### src/rtl/rc4_key_search_ctrl_pkg.sv
// -----------------------------------------------------------------------------
// rc4_pkg
//
// Shared definitions for the RC4 brute-force key search controller:
//   - default widths for the candidate key and the S-memory port
//   - ks_state_t  : top-level sequencer states
//   - mem_owner_t : which phase currently owns the single s_memory port
//   - owner_of_state() : maps a sequencer state onto its memory owner
//   - is_phase_state() : true for the three states that run a phase FSM
// -----------------------------------------------------------------------------
package rc4_pkg;

    localparam int KEY_W  = 24;
    localparam int ADDR_W = 8;
    localparam int DATA_W = 8;

    typedef enum logic [2:0] {
        KS_IDLE    = 3'd0,
        KS_INIT    = 3'd1,
        KS_SHUFFLE = 3'd2,
        KS_DECRYPT = 3'd3,
        KS_NEXT    = 3'd4,
        KS_FOUND   = 3'd5,
        KS_FAIL    = 3'd6
    } ks_state_t;

    typedef enum logic [1:0] {
        MEM_NONE = 2'd0,
        MEM_INIT = 2'd1,
        MEM_SHUF = 2'd2,
        MEM_DEC  = 2'd3
    } mem_owner_t;

    // Memory grant follows the state directly, so a phase sees its grant in
    // the same cycle its start strobe rises.
    function automatic mem_owner_t owner_of_state(input ks_state_t s);
        mem_owner_t o;
        case (s)
            KS_INIT:    o = MEM_INIT;
            KS_SHUFFLE: o = MEM_SHUF;
            KS_DECRYPT: o = MEM_DEC;
            default:    o = MEM_NONE;
        endcase
        return o;
    endfunction

    function automatic logic is_phase_state(input ks_state_t s);
        return (s == KS_INIT) || (s == KS_SHUFFLE) || (s == KS_DECRYPT);
    endfunction

endpackage

### src/rtl/rc4_key_search_ctrl_s_mem_port_mux.sv
// -----------------------------------------------------------------------------
// s_mem_port_mux
//
// Combinational 3:1 mux that hands the single s_memory port to the phase
// selected by sel_i. With no owner (or an unknown encoding) the port is
// write-disabled and address/data are driven to zero, so requesters without
// the grant can never disturb the memory.
//
// Ports:
//   sel_i                               owner select (mem_owner_t)
//   addr_init_i/data_init_i/wren_init_i init-phase requester
//   addr_shuf_i/data_shuf_i/wren_shuf_i shuffle-phase requester
//   addr_dec_i /data_dec_i /wren_dec_i  decrypt-phase requester
//   mem_addr_o/mem_data_o/mem_wren_o    to s_memory
// -----------------------------------------------------------------------------
module s_mem_port_mux
    import rc4_pkg::*;
#(
    parameter int ADDR_W = rc4_pkg::ADDR_W,
    parameter int DATA_W = rc4_pkg::DATA_W
) (
    input  mem_owner_t        sel_i,
    input  logic [ADDR_W-1:0] addr_init_i,
    input  logic [DATA_W-1:0] data_init_i,
    input  logic              wren_init_i,
    input  logic [ADDR_W-1:0] addr_shuf_i,
    input  logic [DATA_W-1:0] data_shuf_i,
    input  logic              wren_shuf_i,
    input  logic [ADDR_W-1:0] addr_dec_i,
    input  logic [DATA_W-1:0] data_dec_i,
    input  logic              wren_dec_i,
    output logic [ADDR_W-1:0] mem_addr_o,
    output logic [DATA_W-1:0] mem_data_o,
    output logic              mem_wren_o
);

    always_comb begin
        mem_addr_o = '0;
        mem_data_o = '0;
        mem_wren_o = 1'b0;
        case (sel_i)
            MEM_INIT: begin
                mem_addr_o = addr_init_i;
                mem_data_o = data_init_i;
                mem_wren_o = wren_init_i;
            end
            MEM_SHUF: begin
                mem_addr_o = addr_shuf_i;
                mem_data_o = data_shuf_i;
                mem_wren_o = wren_shuf_i;
            end
            MEM_DEC: begin
                mem_addr_o = addr_dec_i;
                mem_data_o = data_dec_i;
                mem_wren_o = wren_dec_i;
            end
            default: begin
                mem_addr_o = '0;
                mem_data_o = '0;
                mem_wren_o = 1'b0;
            end
        endcase
    end

endmodule

### src/rtl/rc4_key_search_ctrl.sv
// -----------------------------------------------------------------------------
// rc4_key_search_ctrl
//
// Top-level sequencer for the RC4 brute-force key search. For every candidate
// key it runs the init, shuffle and decrypt phase FSMs in turn, granting the
// single s_memory port to whichever phase is active. A passing decrypt verdict
// stops the search with the key held; otherwise the key advances until
// KEY_END has been tried, after which the search fails.
//
// Optional feature: define KEY_SEARCH_TIMEOUT_EN to build a per-phase
// watchdog. If a phase runs TIMEOUT_CYCLES cycles without finishing, the
// search ends in FAIL with timeout=1. Without the macro no counter exists,
// timeout stays 0 and a phase may wait forever.
//
// Ports:
//   clk, reset                         clock, synchronous active-high reset
//   start                              begin search (honoured in IDLE/FOUND/FAIL)
//   key                                current candidate key
//   start_init/finish_init             init-phase handshake
//   start_shuffle/finish_shuffle       shuffle-phase handshake
//   start_decrypt/finish_decrypt       decrypt-phase handshake
//   msg_valid                          decrypt verdict, qualified by finish_decrypt
//   addr_*/data_*/wren_* (init/shuf/dec) s_memory requesters
//   mem_addr/mem_data/mem_wren         granted s_memory port
//   busy                               search in progress
//   found/failed/timeout               sticky result flags
// -----------------------------------------------------------------------------
module rc4_key_search_ctrl
    import rc4_pkg::*;
#(
    parameter int                KEY_W          = rc4_pkg::KEY_W,
    parameter int                ADDR_W         = rc4_pkg::ADDR_W,
    parameter int                DATA_W         = rc4_pkg::DATA_W,
    parameter logic [KEY_W-1:0]  KEY_START      = '0,
    parameter logic [KEY_W-1:0]  KEY_END        = 24'h3FFFFF,
    parameter int                TIMEOUT_CYCLES = 4096
) (
    input  logic              clk,
    input  logic              reset,
    input  logic              start,
    output logic [KEY_W-1:0]  key,
    output logic              start_init,
    input  logic              finish_init,
    output logic              start_shuffle,
    input  logic              finish_shuffle,
    output logic              start_decrypt,
    input  logic              finish_decrypt,
    input  logic              msg_valid,
    input  logic [ADDR_W-1:0] addr_init,
    input  logic [DATA_W-1:0] data_init,
    input  logic              wren_init,
    input  logic [ADDR_W-1:0] addr_shuf,
    input  logic [DATA_W-1:0] data_shuf,
    input  logic              wren_shuf,
    input  logic [ADDR_W-1:0] addr_dec,
    input  logic [DATA_W-1:0] data_dec,
    input  logic              wren_dec,
    output logic [ADDR_W-1:0] mem_addr,
    output logic [DATA_W-1:0] mem_data,
    output logic              mem_wren,
    output logic              busy,
    output logic              found,
    output logic              failed,
    output logic              timeout
);

    ks_state_t        state_q;
    logic [KEY_W-1:0] key_q;
    logic             found_q;
    logic             failed_q;
    logic             timeout_q;

    logic             phase_active;
    logic             phase_done;
    logic             wd_expired;

    // ------------------------------------------------------------------
    // Decodes from the state register
    // ------------------------------------------------------------------
    assign start_init    = (state_q == KS_INIT);
    assign start_shuffle = (state_q == KS_SHUFFLE);
    assign start_decrypt = (state_q == KS_DECRYPT);
    assign phase_active  = is_phase_state(state_q);
    assign busy          = phase_active || (state_q == KS_NEXT);

    // Only the finish of the phase that is currently running counts; stray
    // finishes from idle phase FSMs are masked here.
    assign phase_done = (start_init    && finish_init)    ||
                        (start_shuffle && finish_shuffle) ||
                        (start_decrypt && finish_decrypt);

    assign key     = key_q;
    assign found   = found_q;
    assign failed  = failed_q;
    assign timeout = timeout_q;

    // ------------------------------------------------------------------
    // Per-phase watchdog
    // ------------------------------------------------------------------
`ifdef KEY_SEARCH_TIMEOUT_EN
    localparam int WD_W = (TIMEOUT_CYCLES > 2) ? $clog2(TIMEOUT_CYCLES) : 1;

    logic [WD_W-1:0] wd_cnt_q;

    // The count is held at zero outside the phases and cleared on every
    // phase exit, so each phase starts counting from zero on entry.
    always_ff @(posedge clk) begin
        if (reset || !phase_active || phase_done || wd_expired) begin
            wd_cnt_q <= '0;
        end else begin
            wd_cnt_q <= wd_cnt_q + 1'b1;
        end
    end

    // A finish in the final allowed cycle still wins over the watchdog.
    assign wd_expired = phase_active && !phase_done &&
                        (wd_cnt_q == WD_W'(TIMEOUT_CYCLES - 1));
`else
    assign wd_expired = 1'b0;

    logic unused_timeout_cfg;
    assign unused_timeout_cfg = |TIMEOUT_CYCLES;
`endif

    // ------------------------------------------------------------------
    // Sequencer
    // ------------------------------------------------------------------
    always_ff @(posedge clk) begin
        if (reset) begin
            state_q   <= KS_IDLE;
            key_q     <= KEY_START;
            found_q   <= 1'b0;
            failed_q  <= 1'b0;
            timeout_q <= 1'b0;
        end else begin
            case (state_q)
                KS_IDLE, KS_FOUND, KS_FAIL: begin
                    if (start) begin
                        key_q     <= KEY_START;
                        found_q   <= 1'b0;
                        failed_q  <= 1'b0;
                        timeout_q <= 1'b0;
                        state_q   <= KS_INIT;
                    end
                end

                KS_INIT: begin
                    if (finish_init) begin
                        state_q <= KS_SHUFFLE;
                    end else if (wd_expired) begin
                        failed_q  <= 1'b1;
                        timeout_q <= 1'b1;
                        state_q   <= KS_FAIL;
                    end
                end

                KS_SHUFFLE: begin
                    if (finish_shuffle) begin
                        state_q <= KS_DECRYPT;
                    end else if (wd_expired) begin
                        failed_q  <= 1'b1;
                        timeout_q <= 1'b1;
                        state_q   <= KS_FAIL;
                    end
                end

                KS_DECRYPT: begin
                    if (finish_decrypt) begin
                        if (msg_valid) begin
                            found_q <= 1'b1;
                            state_q <= KS_FOUND;
                        end else begin
                            state_q <= KS_NEXT;
                        end
                    end else if (wd_expired) begin
                        failed_q  <= 1'b1;
                        timeout_q <= 1'b1;
                        state_q   <= KS_FAIL;
                    end
                end

                // One bubble per rejected key: it also guarantees start_init
                // drops for a cycle so the init FSM sees a fresh start.
                // The last key is compared before incrementing so the
                // counter never wraps past KEY_END.
                KS_NEXT: begin
                    if (key_q == KEY_END) begin
                        failed_q <= 1'b1;
                        state_q  <= KS_FAIL;
                    end else begin
                        key_q   <= key_q + KEY_W'(1);
                        state_q <= KS_INIT;
                    end
                end

                default: begin
                    state_q <= KS_IDLE;
                end
            endcase
        end
    end

    // ------------------------------------------------------------------
    // s_memory port arbitration
    // ------------------------------------------------------------------
    s_mem_port_mux #(
        .ADDR_W (ADDR_W),
        .DATA_W (DATA_W)
    ) u_mem_mux (
        .sel_i       (owner_of_state(state_q)),
        .addr_init_i (addr_init),
        .data_init_i (data_init),
        .wren_init_i (wren_init),
        .addr_shuf_i (addr_shuf),
        .data_shuf_i (data_shuf),
        .wren_shuf_i (wren_shuf),
        .addr_dec_i  (addr_dec),
        .data_dec_i  (data_dec),
        .wren_dec_i  (wren_dec),
        .mem_addr_o  (mem_addr),
        .mem_data_o  (mem_data),
        .mem_wren_o  (mem_wren)
    );

endmodule

### config.mk
export PLATFORM = sky130hd
export DESIGN_NAME = rc4_key_search_ctrl
export DESIGN_NICKNAME = d
export VERILOG_FILES = /design/src/rtl/rc4_key_search_ctrl_pkg.sv /design/src/rtl/rc4_key_search_ctrl_s_mem_port_mux.sv /design/src/rtl/rc4_key_search_ctrl.sv
export SDC_FILE = /design/constraint.sdc
export NUM_CORES = 1
export LEC_CHECK = 0
export BUFFER_PORTS_ARGS = -buffer_cell sky130_fd_sc_hd__buf_2
export CAP_MARGIN = 20
export CORE_ASPECT_RATIO = 0.9
export CORE_UTILIZATION = 45
export CTS_CLUSTER_SIZE = 14
export DETAILED_ROUTE_END_ITERATION = 10
export GPL_TIMING_DRIVEN = 0
export PLACE_DENSITY = 0.8
export SYNTH_ARGS = -nofsm -noshare
export SYNTH_HDL_FRONTEND = slang
export SYNTH_SLANG_ARGS = --single-unit
### constraint.sdc
create_clock -name clk -period 5.52 [get_ports clk]
set_input_delay 1.104 -clock clk [delete_from_list [all_inputs] [get_ports clk]]
set_output_delay 1.104 -clock clk [all_outputs]
set_load 0.03 [all_outputs]
==> impl_metrics.tcl, run 1 <==
set metrics [dict create \
    synth_area_per_cell_um2 7.325 \
    finalSetupViolations 0 \
    synth_area_leaders "dfxtp_1 (29%), nor2_1 (10%), mux2i_1 (9.0%), a21oi_1 (7.5%), o21ai_0 (4.0%)" \
    grt_usage_pct 24.57 \
    clk_pin_slew_worst_paths_ns 0.06 \
    p_leak_nw 1.202 \
    crit_required_ns 4.42 \
    clock_sinks 29 \
    grt_pass1_vias 2015 \
    yosysUniqueCellTypes 45 \
    layout_common_cells "buf_2 (106), nor2_1 (54), a21oi_1 (30)" \
    worst_slew_pin_slew_ns 0.8482 \
    cts_max_level 2 \
    drv_cap 0 \
    grt_setup_unrepaired "no" \
    antenna_found_initial 0 \
    ir_drop_mv 0.1725 \
    cts_root_buffer "clkbuf_8" \
    relSlewSlack_pct 43.07 \
    layout.nets 444 \
    min_path_type "reg2reg" \
    period_needed_ns 3.252 \
    wl_per_cell_um 12.93 \
    grt_max_degree 11 \
    die-area_um2 4731 \
    yosysTopAreaCellShare_pct 28.93 \
    r2r-start "key[0]" \
    num_vias 2345 \
    min_from "failed" \
    drc 0 \
    cts_resized 0 \
    crit_type "reg2out" \
    drt-total-wl_mm 5.752 \
    grt_pass1_wl_mm 9.142 \
    postLayoutCoreUtil_pct 64.26 \
    whs_endpoint "failed" \
    reg2reg_slack_ns 3.28 \
    crit_start "state_q[0]" \
    hold_ws_ns 0.4431 \
    ys_ff_latch 29 \
    power_density_nw_per_um2 201.1 \
    timing.rr.end "key[5]" \
    crit_arrival_ns 2.15 \
    post-route-period-util_pct 58.92 \
    detail-route-antenna-nets 0 \
    hold_depth 2 \
    row_count 22 \
    yosysTopAreaCell "dfxtp_1" \
    path_max_fanout 10 \
    finalMaxSlewViolations 0 \
    syn-instance-count 274 \
    num_antenna_cells 0 \
    place.gp.congestion 0.8539 \
    cts_tree "yes" \
    area_growth_pct 33.98 \
    io_pins 106 \
    dpl.cell_count 438 \
    status "finished clean" \
    synth_area_um2 2007 \
    mostFrequentLayoutCell "buf_2" \
    die_w_um 72.40 \
    vias_per_cell 5.270 \
    core_um2 4184 \
    start_kind "flop" \
    hold_violations 0 \
    grt_overflow 0 \
    portBuffers 104 \
    setup_tns_ns 0 \
    numCtsBuffers 5 \
    stdcell_count 445 \
    synth_fp_nets 333 \
    firstDrtPassIters 5 \
    first_iter_violations 208 \
    clk_latency_ns 0.28 \
    postCtsSetupBuffers 0 \
    final_layout_size_suffix_gt1_share_pct 31.95 \
    rr_worst_depth 6 \
    cts_max_path_buffers 2 \
    fin_skew_ns 0.005582 \
    fmax_ghz 0.3075 \
    initial_utilization_pct 47.97 \
    end_kind "output pin" \
    power_mw 0.5406 \
    synth_seq_area_share_pct 28.93 \
    cts_hold_buf 0 \
    dpl.hpwl_mm 4.367 \
    ys.warnings.count 0 \
    die_height_um 65.36 \
]
==> final cells by class <==
cell class	count	area, um2
tap	60	75.07
inverter	6	22.52
timing repair buffer	104	520.5
multi-input combinational	223	1323
buffer	16	81.33
fill	406	1495
sequential	29	580.6
clock buffer	7	86.33
==> worst max-delay path by stage <==
stage,end,cells after the start
global route,mem_addr[2],7
global placement,mem_addr[2],7
CTS,mem_addr[2],7
detailed placement,mem_addr[2],7
floorplan,mem_addr[0],4
finish,mem_addr[2],7
==> logic make-up after synthesis <==
logic type | share of synthesized area (%)
buffers and inverters | 5.175
AOI/OAI and AO/OA | 18.08
DFF | 28.93
and+or+nand+nor | 33.23
muxes | 8.977
other | 0.1869
adders and majority gates | 0.6233
xor gates and xnor gates | 4.801
==> critical path, stage by stage (launching register included) <==
cell,delay [ns]
dfxtp_1,0.32
clkbuf_1,0.21
nor2b_1,0.15
clkbuf_1,0.34
buf_1,0.40
a21oi_1,0.13
nor2_1,0.11
buf_2,0.21
==> registers in the layout (all words and copies together) (netlist names) <==
name     cells
state_q      3
failed       1
key         24
found        1
==> synth_stat cells (all sizes together) <==
library cell	instances
or4	2
or4b	1
a22oi	1
nor3	4
o21bai	1
nor4	4
o211ai	8
nor2	54
nand3	14
a211oi	1
mux2i	18
a311o	1
conb	1
buf	9
and3	2
or3	10
a32oi	1
inv	6
nand2b	1
a21oi	30
a311oi	1
and2	3
and4	2
or3b	1
nand4	8
nand3b	1
o21ai	17
xnor2	3
xor2	8
a31oi	2
nor2b	4
ha	1
nand2	17
clkbuf	7
and2b	1
dfxtp	29
==> metrics by stage <==
stage                     cell area, um2  setup slack, ns
after floorplan                     2007            2.709
after global placement              2603            2.569
after global routing                2689            2.084
final                               2689            2.268
after detailed placement            2603            2.597
after CTS                           2689            2.287
==> per-layer routing <==
layer  vias up  track usage, %  part of all wire (%)
met5         -               0                     0
met4         0           5.392                  0.96
met3         7           6.595                   5.4
met2        69           39.02                    48
met1      1080           33.21                    46
li1       1189               -                     -
==> power breakdown <==
| part | total, mW | leakage (nW) | switching (mW) | internal, mW |
|---|---|---|---|---|
| Clock | 0.175 | 0.0443 | 0.0760 | 0.0986 |
| Combinational | 0.153 | 0.924 | 0.0986 | 0.0544 |
| Sequential | 0.213 | 0.234 | 0.00118 | 0.212 |
Power figures use the tool's default switching activity.
==> inputs of run 2 (changes only) <==
--- a/config.mk
+++ b/config.mk
@@ -8,11 +8,11 @@
 export BUFFER_PORTS_ARGS = -buffer_cell sky130_fd_sc_hd__buf_2
 export CAP_MARGIN = 20
 export CORE_ASPECT_RATIO = 0.9
-export CORE_UTILIZATION = 45
+export CORE_UTILIZATION = 41
 export CTS_CLUSTER_SIZE = 14
 export DETAILED_ROUTE_END_ITERATION = 10
 export GPL_TIMING_DRIVEN = 0
-export PLACE_DENSITY = 0.8
+export PLACE_DENSITY = 0.77
 export SYNTH_ARGS = -nofsm -noshare
 export SYNTH_HDL_FRONTEND = slang
 export SYNTH_SLANG_ARGS = --single-unit
==> constraint.sdc (replaced) <==
create_clock -name clk -period 2.8 [get_ports clk]
set_input_delay 0.56 -clock clk [delete_from_list [all_inputs] [get_ports clk]]
set_output_delay 0.56 -clock clk [all_outputs]
set_load 0.03 [all_outputs]
==> impl_metrics.tcl, run 2 (synthesized netlist as in run 1, its figures left out) <==
set metrics [dict create \
    status "finished clean" \
    largest_register_ff_count 24 \
    layout_common_cells "buf_2 (106), nor2_1 (54), a21oi_1 (30)" \
    crit_start "state_q[1]" \
    fin_skew_ns 0.007120 \
    die-area_um2 5179 \
    relSlewSlack_pct 40.49 \
    hold_depth 2 \
    io_pins 106 \
    row_count 23 \
    area_growth_pct 34.98 \
    num_antenna_cells 0 \
    grt_usage_pct 22.21 \
    vias_per_cell 5.328 \
    core_um2 4576 \
    power_density_nw_per_um2 414.2 \
    firstDrtPassIters 4 \
    whs_endpoint "failed" \
    grt_pass1_wl_mm 8.742 \
    place.gp.congestion 0.8562 \
    crit_type "reg2out" \
    placed_cell_area_um2 2605 \
    fmax_ghz 0.3757 \
    cts_resized 0 \
    multiInputGateArea_um2 1323 \
    post-route-period-util_pct 95.06 \
    drv_cap 0 \
    hold_violations 0 \
    dpl.hpwl_mm 4.498 \
    path_max_fanout 10 \
    clk_latency_ns 0.29 \
    cts_hold_buf 0 \
    layout.nets 444 \
    cts_tree "yes" \
    first_iter_violations 105 \
    grt_setup_unrepaired "no" \
    finalSetupViolations 0 \
    num_vias 2387 \
    clock_sinks 29 \
    ir_drop_mv 0.2352 \
    min_from "failed" \
    setup_tns_ns 0 \
    die_w_um 75.75 \
    end_kind "output pin" \
    die_height_um 68.38 \
    pwr-share-seq_pct 37.4 \
    comb_power_share_pct 27.3 \
    drt-total-wl_mm 5.961 \
    portBuffers 104 \
    cts_max_level 2 \
    p_leak_nw 1.219 \
    r2r-start "key[0]" \
    reg2reg_slack_ns 0.60 \
    net-switching-power_mw 0.3749 \
    start_kind "flop" \
    antenna_found_initial 0 \
    postCtsSetupBuffers 0 \
    mostFrequentLayoutCell "buf_2" \
    final_area_um2 2709 \
    postLayoutCoreUtil_pct 59.20 \
    final_layout_size_suffix_gt1_share_pct 32.90 \
    crit_arrival_ns 2.10 \
    grt_pass1_vias 1886 \
    rr_worst_depth 6 \
    clkPwrFrac_pct 35.3 \
    fillers 441 \
    worst_slew_pin_slew_ns 0.8867 \
    grt_overflow 0 \
    crit_required_ns 2.24 \
    clk_pin_slew_worst_paths_ns 0.07 \
    cts_root_buffer "clkbuf_8" \
    timing.rr.end "key[9]" \
    p_int_mw 0.7471 \
    period_needed_ns 2.662 \
    switching_share_pct 33.42 \
    detail-route-antenna-nets 0 \
    initial_utilization_pct 43.86 \
    drc 0 \
    grt_max_degree 11 \
    cts_max_path_buffers 2 \
    finalMaxSlewViolations 0 \
    numCtsBuffers 5 \
    wl_per_cell_um 13.31 \
    min_path_type "reg2reg" \
    seq_area_um2 580.6 \
]
[run 2: worst max-delay path by stage]
stage / to
3_5_place_dp: mem_data[1]
6_report: mem_addr[7]
3_3_place_gp: mem_data[3]
5_1_grt: mem_addr[5]
2_1_floorplan: mem_addr[1]
4_1_cts: mem_data[1]
[run 2: stage by stage]
stage	hold slack, ns	cells	setup WS (ns)	power (mW)
after floorplan	0.5705	274	0.5811	0.6285
after global placement	0.4334	440	0.4000	0.7276
after detailed placement	0.4383	440	0.3811	0.7315
after CTS	0.4486	448	0.06022	1.124
after global routing	0.4871	448	0.01685	1.170
final	0.4426	448	0.1382	1.122
[run 2: worst max-delay path: stages, from the launching register on]
cell and delay, ns:
dfxtp_1 0.30, buf_2 0.21, buf_1 0.59, mux2i_1 0.28, nor2_1 0.06, a21oi_1 0.13, nor2_1 0.05, buf_2 0.19
[run 2: metal layers]
layer,part of all wire (%),wire [um],vias to the layer above,global-route usage [%]
met5,0,0,-,0
met4,0.92,55,0,5.324
met3,5.0,298,7,4.124
met2,49,2904,65,33.74
met1,45,2703,1118,32.17
li1,-,-,1197,-
[run 2: area by class of cell]
class,instances,area share (%)
Tap cell,62,2.864
Clock inverter,1,0.1848
Timing Repair Buffer,104,19.21
Sequential cell,29,21.43
Buffer,16,3.095
Multi-Input combinational cell,223,48.82
Inverter,6,0.8314
Clock buffer,7,3.557
[run 2: power groups by stage]
stage,sequential [mW],clock [mW],combinational [mW]
finish,0.420,0.396,0.306
global route,0.420,0.417,0.333
CTS,0.420,0.400,0.304
detailed placement,0.429,0,0.303
global placement,0.429,0,0.299
floorplan,0.432,0,0.197
